## config.mk

```make
export PLATFORM = sky130hd
export DESIGN_NAME = r5fp_int_divsqrt_nr
export DESIGN_NICKNAME = d
export VERILOG_FILES = /design/src/rtl/r5fp_int_divsqrt_nr.sv
export SDC_FILE = /design/constraint.sdc
export NUM_CORES = 1
export LEC_CHECK = 0
export BUFFER_PORTS_ARGS = -buffer_cell sky130_fd_sc_hd__buf_2
export CAP_MARGIN = 20
export CELL_PAD_IN_SITES_DETAIL_PLACEMENT = 1
export CELL_PAD_IN_SITES_GLOBAL_PLACEMENT = 2
export CORE_ASPECT_RATIO = 0.5
export CORE_MARGIN = 4
export CORE_UTILIZATION = 33
export DETAILED_ROUTE_END_ITERATION = 6
export GPL_ROUTABILITY_DRIVEN = 1
export GPL_TIMING_DRIVEN = 1
export PLACE_DENSITY = 0.76
export SYNTH_ARGS = -nofsm -noshare
export SYNTH_HDL_FRONTEND = slang
export SYNTH_SLANG_ARGS = --single-unit
```

## constraint.sdc

```tcl
create_clock -name clk -period 4.3 [get_ports clk]
set_input_delay 0.86 -clock clk [delete_from_list [all_inputs] [get_ports clk]]
set_output_delay 0.86 -clock clk [all_outputs]
set_load 0.005 [all_outputs]
```

## src/rtl/r5fp_int_divsqrt_nr.sv

```systemverilog
// Iterative radix-2 integer divide / square root on the idiv strobe/ready/done interface.
// Optional R5FP_IDIV_EARLY_EXIT_EN: finish as soon as the partial remainder becomes exactly zero.
module r5fp_int_divsqrt_nr #(
  parameter int W = 26
) (
  input  logic         clk,
  input  logic         reset,
  input  logic [W-1:0] N_i,
  input  logic [W-1:0] D_i,
  input  logic         is_div_i,
  input  logic         strobe_i,
  output logic         ready_o,
  output logic         done_o,
  output logic [W-1:0] Quo_o,
  output logic [W:0]   Rem_o
);

  localparam int CW = $clog2(W + 1);

  typedef enum logic [1:0] {IDLE, BUSY, DONE} state_t;

  state_t                state_reg;
  logic [CW-1:0]         cnt_reg;
  logic                  is_div_reg;
  logic                  err_reg;
  logic [W-1:0]          d_reg;
  logic [W-1:0]          q_reg;
  logic [2*W-1:0]        rad_reg;
  logic signed [W+1:0]   p_reg;

  logic signed [W+1:0]   d_ext;
  logic signed [W+1:0]   p_sh;
  logic signed [W+1:0]   div_next;
  logic [W-1:0]          root_part;
  logic [W+3:0]          sq_cur;
  logic [W+3:0]          sq_trial;
  logic [W+1:0]          sq_diff;
  logic                  bit_next;
  logic [W+1:0]          p_next;
  logic [2*W-1:0]        rad_next;
  logic [CW-1:0]         idx;
  logic [W-1:0]          q_next;
  logic                  exit_now;
  logic [W:0]            rem_fix;

  always_comb begin
    d_ext     = $signed({2'b00, d_reg});
    // The first divide step compares N itself; later steps work on the doubled remainder.
    p_sh      = (cnt_reg == CW'(W)) ? p_reg : (p_reg <<< 1);
    div_next  = p_reg[W+1] ? (p_sh + d_ext) : (p_sh - d_ext);
    root_part = q_reg >> cnt_reg;
    sq_cur    = {p_reg, rad_reg[2*W-1 -: 2]};
    sq_trial  = {2'b00, root_part, 2'b01};
    sq_diff   = sq_cur[W+1:0] - sq_trial[W+1:0];
    rad_next  = rad_reg << 2;
    if (is_div_reg) begin
      bit_next = ~div_next[W+1];
      p_next   = div_next;
    end else begin
      bit_next = (sq_cur >= sq_trial);
      p_next   = bit_next ? sq_diff : sq_cur[W+1:0];
    end
    idx    = cnt_reg - CW'(1);
    q_next = q_reg | ({{(W-1){1'b0}}, bit_next} << idx);
`ifdef R5FP_IDIV_EARLY_EXIT_EN
    // A zero root remainder is only final once the unread radicand bits are zero as well.
    exit_now = !err_reg && (p_next == '0) && (is_div_reg || (rad_next == '0));
`else
    exit_now = 1'b0;
`endif
    rem_fix = p_reg[W:0] + (p_reg[W+1] ? {1'b0, d_reg} : '0);
  end

  always_ff @(posedge clk) begin
    if (reset) begin
      state_reg  <= IDLE;
      ready_o    <= 1'b1;
      done_o     <= 1'b0;
      Quo_o      <= '0;
      Rem_o      <= '0;
      cnt_reg    <= '0;
      is_div_reg <= 1'b0;
      err_reg    <= 1'b0;
      d_reg      <= '0;
      q_reg      <= '0;
      rad_reg    <= '0;
      p_reg      <= '0;
    end else begin
      done_o <= 1'b0;
      case (state_reg)
        IDLE, DONE: begin
          if (strobe_i) begin
            state_reg  <= BUSY;
            ready_o    <= 1'b0;
            cnt_reg    <= CW'(W);
            is_div_reg <= is_div_i;
            err_reg    <= is_div_i && ((D_i == '0) || ({1'b0, N_i} >= {D_i, 1'b0}));
            d_reg      <= D_i;
            q_reg      <= '0;
            rad_reg    <= {N_i, {W{1'b0}}};
            p_reg      <= is_div_i ? {2'b00, N_i} : '0;
          end else begin
            state_reg <= IDLE;
            ready_o   <= 1'b1;
          end
        end
        BUSY: begin
          if (cnt_reg != '0) begin
            p_reg   <= p_next;
            q_reg   <= q_next;
            rad_reg <= rad_next;
            cnt_reg <= exit_now ? '0 : (cnt_reg - CW'(1));
          end else begin
            // Last BUSY cycle applies the remainder correction and publishes the result.
            state_reg <= DONE;
            ready_o   <= 1'b1;
            done_o    <= 1'b1;
            Quo_o     <= err_reg ? '1 : q_reg;
            Rem_o     <= err_reg ? '1 : rem_fix;
          end
        end
        default: begin
          state_reg <= IDLE;
          ready_o   <= 1'b1;
        end
      endcase
    end
  end

endmodule
```

-- Yosys cells after proc, flatten, opt, wreduce, memory -nomap -nowiden
Cells that the tools add are included.
- latch bits: 0
- memories kept: 0
- logic and storage cells: 70
- bits of input ports: 56
- bits in registers: 196
- output and inout port bits: 55
- bits in writable memories: 0
- memory bits (read-only): 0
- bitwise operators: 4
- muxes and demuxes: 28
- shift-type cells: 2
- reductions and logical operators: 11
- div/mod/pow operators: 0
- add/sub/neg operators: 5
- magnitude comparators: 2
- equal/unequal tests: 6
- multiply operators: 0
- operators with widths (operator ; number):
    $mux W28 ; 6
    $mux W26 ; 5
    $mux W52 ; 2
    $pmux W52 S2 ; 1
    $pmux W28 S2 ; 1
    $pmux W26 S2 ; 1
    $ge A30 B28 Y1 ; 1
    $add A28 B27 Y28 ; 1
    $sub A28 B27 Y28 ; 1
    $sub A28 B28 Y28 ; 1
    $add A27 B26 Y27 ; 1
    $ge A26 B27 Y1 ; 1
    $mux W27 ; 1
    $logic_not A26 Y1 ; 1
    $or A26 B26 Y26 ; 1
    $shl A1 B5 Y26 ; 1
    $shr A26 B5 Y26 ; 1
    $mux W5 ; 2
    $pmux W5 S2 ; 1
    $ne A2 B2 Y1 const B ; 3
    $eq A5 B5 Y1 const B ; 1
    $mux W1 ; 5
    $reduce_bool A5 Y1 ; 1
    $sub A5 B1 Y5 const B ; 1
    other kinds (13) ; 17

-- Depth between registers and ports, before layout
- word-level depth: 10
- depth in mapped cells: 23
- mapped depth without buffers: 21

-- Worst setup path after synthesis
OpenSTA, ideal clock, no wires.
- kind: register to register
- start: register cnt_reg[0]
- end: register p_reg[26]
- path buffers: 4
- library setup time: 0.092 ns
- path slack: -0.322 ns
- data required time: 4.208 ns
- clock period less this slack: 4.622 ns
- cell stages (with the launch flop): 21
- arrival time: 4.530 ns
- path through: dfxtp_1 > clkbuf_1 > clkinv_1 > clkbuf_1 > ha_1 > nand4_1 > clkbuf_1 > clkbuf_1 > nand2_1 > nand2_1 > ha_1 > a21o_1 > a21o_1 > a2111oi_0 > o311a_1 > o41ai_2 > a2111o_1 > a31oi_1 > xnor2_1 > nor2_1 > nor4_1
- longest elaborated chain between the ends: 7
- elaborated cells on any way between the ends: 15
- those cells by class: add/sub: 3; order compare: 1; eq/ne: 2; shift: 1; mux: 6; reduce/logical: 2
- ends and longest elaborated chain (what ; line ; source):
    start, declared ; 23 ; logic [CW-1:0] cnt_reg;
    start signal, assigned ; 95 ; cnt_reg <= CW'(W);
    start signal, assigned ; 112 ; cnt_reg <= exit_now ? '0 : (cnt_reg - CW'(1));
    branches (longest 7 deep; another with $sub A28 B28 Y28) ; -- ;
    end signal, assigned ; 101 ; p_reg <= is_div_i ? {2'b00, N_i} : '0;
    end signal, assigned ; 109 ; p_reg <= p_next;
    end, declared ; 29 ; logic signed [W+1:0] p_reg;
Several ways; the timed one is not identified. The select of a mux whose other input is x is not followed.
A chain may end at the register's enable or synchronous reset.

-- Final worst setup path
- start: register cnt_reg[0]
- end: register p_reg[2]
The elaborated chain is that of the path after synthesis.

==> results.json <==
{
  "hp-class": "flop to flop",
  "synth_edf_count": 0,
  "status": "complete, no violations",
  "cp_max_fo": 12,
  "max_freq_mhz": 239.6,
  "first_pass_iters": 7,
  "synthCells": 1848,
  "worstPathArrival_ns": 4.51,
  "critPathRequiredTime_ns": 4.64,
  "filler_cell_count": 4982,
  "drc": 0,
  "synthArstFlopShare_pct": 0,
  "ios": 111,
  "routed_wl_um": 54840,
  "cts_hold_buf": 0,
  "vias": 14361,
  "initial_core_util_pct": 33.85,
  "synth_mux_area_share_pct": 4.100,
  "die_w_um": 297.8,
  "synth-simple-area-share_pct": 23.46,
  "portBuffers": 110,
  "antenna_found_initial": 0,
  "overflow": 0,
  "setup_ws_ns": 0.1266,
  "dp_cells": 2500,
  "comb_power_share_pct": 57.1,
  "largest_reg_flops": 28,
  "synth_largest_area_cell": "dfxtp_1",
  "grt_max_degree": 87,
  "drtAntennaViolNets": 0,
  "synth_top_family_by_area": "compound AO/OA/AOI/OAI gates",
  "synthAdderAreaFrac_pct": 10.22,
  "avgRoutedWirePerCell_um": 21.48,
  "intPower_uw": 4729,
  "cts.sinks": 170,
  "ys.flop_type": "dfxtp_1",
  "grtUsageMet3_pct": 3.416,
  "vias_per_cell": 5.625,
  "place_congestion": 0.8938,
  "rows": 52,
  "max-vdd-ir-drop_uv": 335.0,
  "cts_tree": "yes",
  "met1_usage_pct": 35.21,
  "p_seq_share_pct": 23.4,
  "first_iter_violations": 1069,
  "syn_area_um2": 13850,
  "p_per_area_nw_per_um2": 505.6,
  "synth_common_cells": "nand2_1 (267), nor2_1 (179), dfxtp_1 (170), a21oi_1 (163), ha_1 (110)",
  "hold_ws_ns": 0.4498,
  "nNetsFinal": 2168,
  "cap_violations": 0,
  "htreeDepth": 4,
  "hpwl_um": 41650,
  "grt_use_met2_pct": 34.62,
  "place_ws_ns": -0.09954,
  "rsz0062_at_grt": "true",
  "clock_power_share_pct": 19.5,
  "numCtsBuffers": 17,
  "p_leak_uw": 0.007239,
  "synth_compound_area_share_pct": 26.33,
  "ctsLongestPathBuffers": 2,
  "syn_area_per_cell_um2": 7.497,
  "min_period_over_period_pct": 97.06,
  "multi_input_area_um2": 9991,
  "synthTopCellsByArea": "dfxtp_1 (25%), ha_1 (9.9%), nand2_1 (7.2%)",
  "swShare_pct": 44.10,
  "critical_path_class": "flop to flop",
  "setup_viol": 0,
  "grt_pass1_vias": 14032,
  "power_switching_uw": 3731,
  "grt_pass1_wl_um": 84240,
  "synth_cell_types": 81,
  "track_usage_pct": 23.28,
  "r2r_cells": 18,
  "seqCellArea_um2": 3408,
  "clock_skew_ns": 0.02502,
  "startpoint_type": "flop",
  "fin_setup_tns_ns": 0,
  "synth_xor_area_share_pct": 6.069,
  "hold_path_depth": 2,
  "clkTransAtPathRegs_ns": 0.08,
  "tightestPinTransition_ns": 1.118,
  "finalMaxSlewViolations": 0,
  "reg2reg_slack_ns": 0.13,
  "synth.yosys.warnings": 0,
  "ys_seq_elements": 170,
  "hold_viol_final": 0,
  "die_area_um2": 45520,
  "core_um2": 40920,
  "grt-busiest-layer": "met1",
  "end_kind": "flop",
  "insertion_delay_ns": 0.48,
  "yosysTopAreaCellShare_pct": 24.56,
  "cts-root-buf": "clkbuf_16",
  "synthesis.nets": 2016,
  "period_minus_slack_ns": 4.173,
  "layout-drive-gt1-share_pct": 18.69,
  "stdcell_count": 2553,
  "area_growth_pct": 20.79,
  "yosysMostFrequentCell": "nand2_1",
  "max_slew_margin_pct": 25.16,
  "ys_seq_area_share_pct": 24.56,
  "die_y_um": 152.9
}
## what timing repair did
action / 4_1_cts / 5_1_grt
cloned: 1 / 4
setup endpoints to repair: 10 / 54
buffers inserted: 4 / 12
pin swaps: 4 / 24
resized for setup: 7 / 67
## placed cells by master, fill, tap and decap left out, types with 32 or more instances in the layout
cell type  synthesis  final
a211oi_1          54     47
a21o_1            40     40
a21oi_1          163    157
a311oi_1          32     32
and2_1            35     33
buf_2              8    109
buf_4              0    126
dfxtp_1          170    168
ha_1             110    107
inv_1             61     61
nand2_1          267    264
nor2_1           179    176
nor3_1            92     88
o21ai_0           74     71
xnor2_1           42     41
xor2_1            54     53
## cells by family (layout without fill, tap and decap cells)
group	after synthesis	count (layout)
multiplexers	39	39
adder cells (fa/ha/maj)	112	112
flip-flops	170	170
AND/OR/NAND/NOR	707	707
other	0	1
buffers and inverters	183	347
XOR/XNOR	96	96
AO/OA/AOI/OAI	541	541
## power by group through the flow
stage / clock (uW) / combinational (uW) / sequential [uW]
3_3_place_gp: 0 / 4230 / 1990
3_5_place_dp: 0 / 4250 / 2000
6_report: 1650 / 4830 / 1980
5_1_grt: 1750 / 5260 / 1990
2_1_floorplan: 0 / 2830 / 1890
4_1_cts: 1690 / 4400 / 1960
## critical path, stage by stage, from the launching register on
cell	delay [ns]
dfxtp_4	0.39
buf_12	0.14
mux4_2	0.54
and2_4	0.19
a211oi_2	0.20
a211oi_1	0.07
a31oi_1	0.29
ha_1	0.31
buf_4	0.14
a41o_1	0.21
a21oi_2	0.14
nor2_1	0.07
a211oi_2	0.16
and2_4	0.18
o21a_4	0.23
buf_12	0.17
o21ai_0	0.18
a222oi_1	0.32
a211oi_1	0.12
## area by class of cell
class | count | area share [%]
Antenna cell | 1 | 0.01495
Clock buffer | 18 | 2.564
Clock inverter | 13 | 0.9346
Inverter | 64 | 1.458
Multi-Input combinational cell | 1495 | 59.70
Sequential cell | 170 | 20.37
Tap cell | 540 | 4.037
Timing Repair Buffer | 252 | 10.92
## final timing paths
path,endpoint,start
worst max register to register,p_reg[2],cnt_reg[0]
worst min register to register,ready_o,ready_o
worst max-delay path,p_reg[2],cnt_reg[0]
worst min-delay path,ready_o,ready_o
## metrics by stage
| stage | cell area [um^2] | power [uW] | utilization (%) |
|---|---|---|---|
| CTS | 16280 | 8048 | 39.77 |
| global route | 16730 | 9006 | 40.89 |
| finish | 16730 | 8461 | 40.89 |
| detailed placement | 15610 | 6248 | 38.14 |
| floorplan | 13860 | 4727 | - |
| global placement | 15610 | 6226 | 38.14 |
## per-layer routing
metal | wire length, um | share of wire, %
met5 | 0 | 0
met4 | 1124 | 2.0
met3 | 2501 | 4.6
met2 | 22900 | 42
met1 | 28310 | 52
Note: power is estimated with default switching activity, not from simulation.
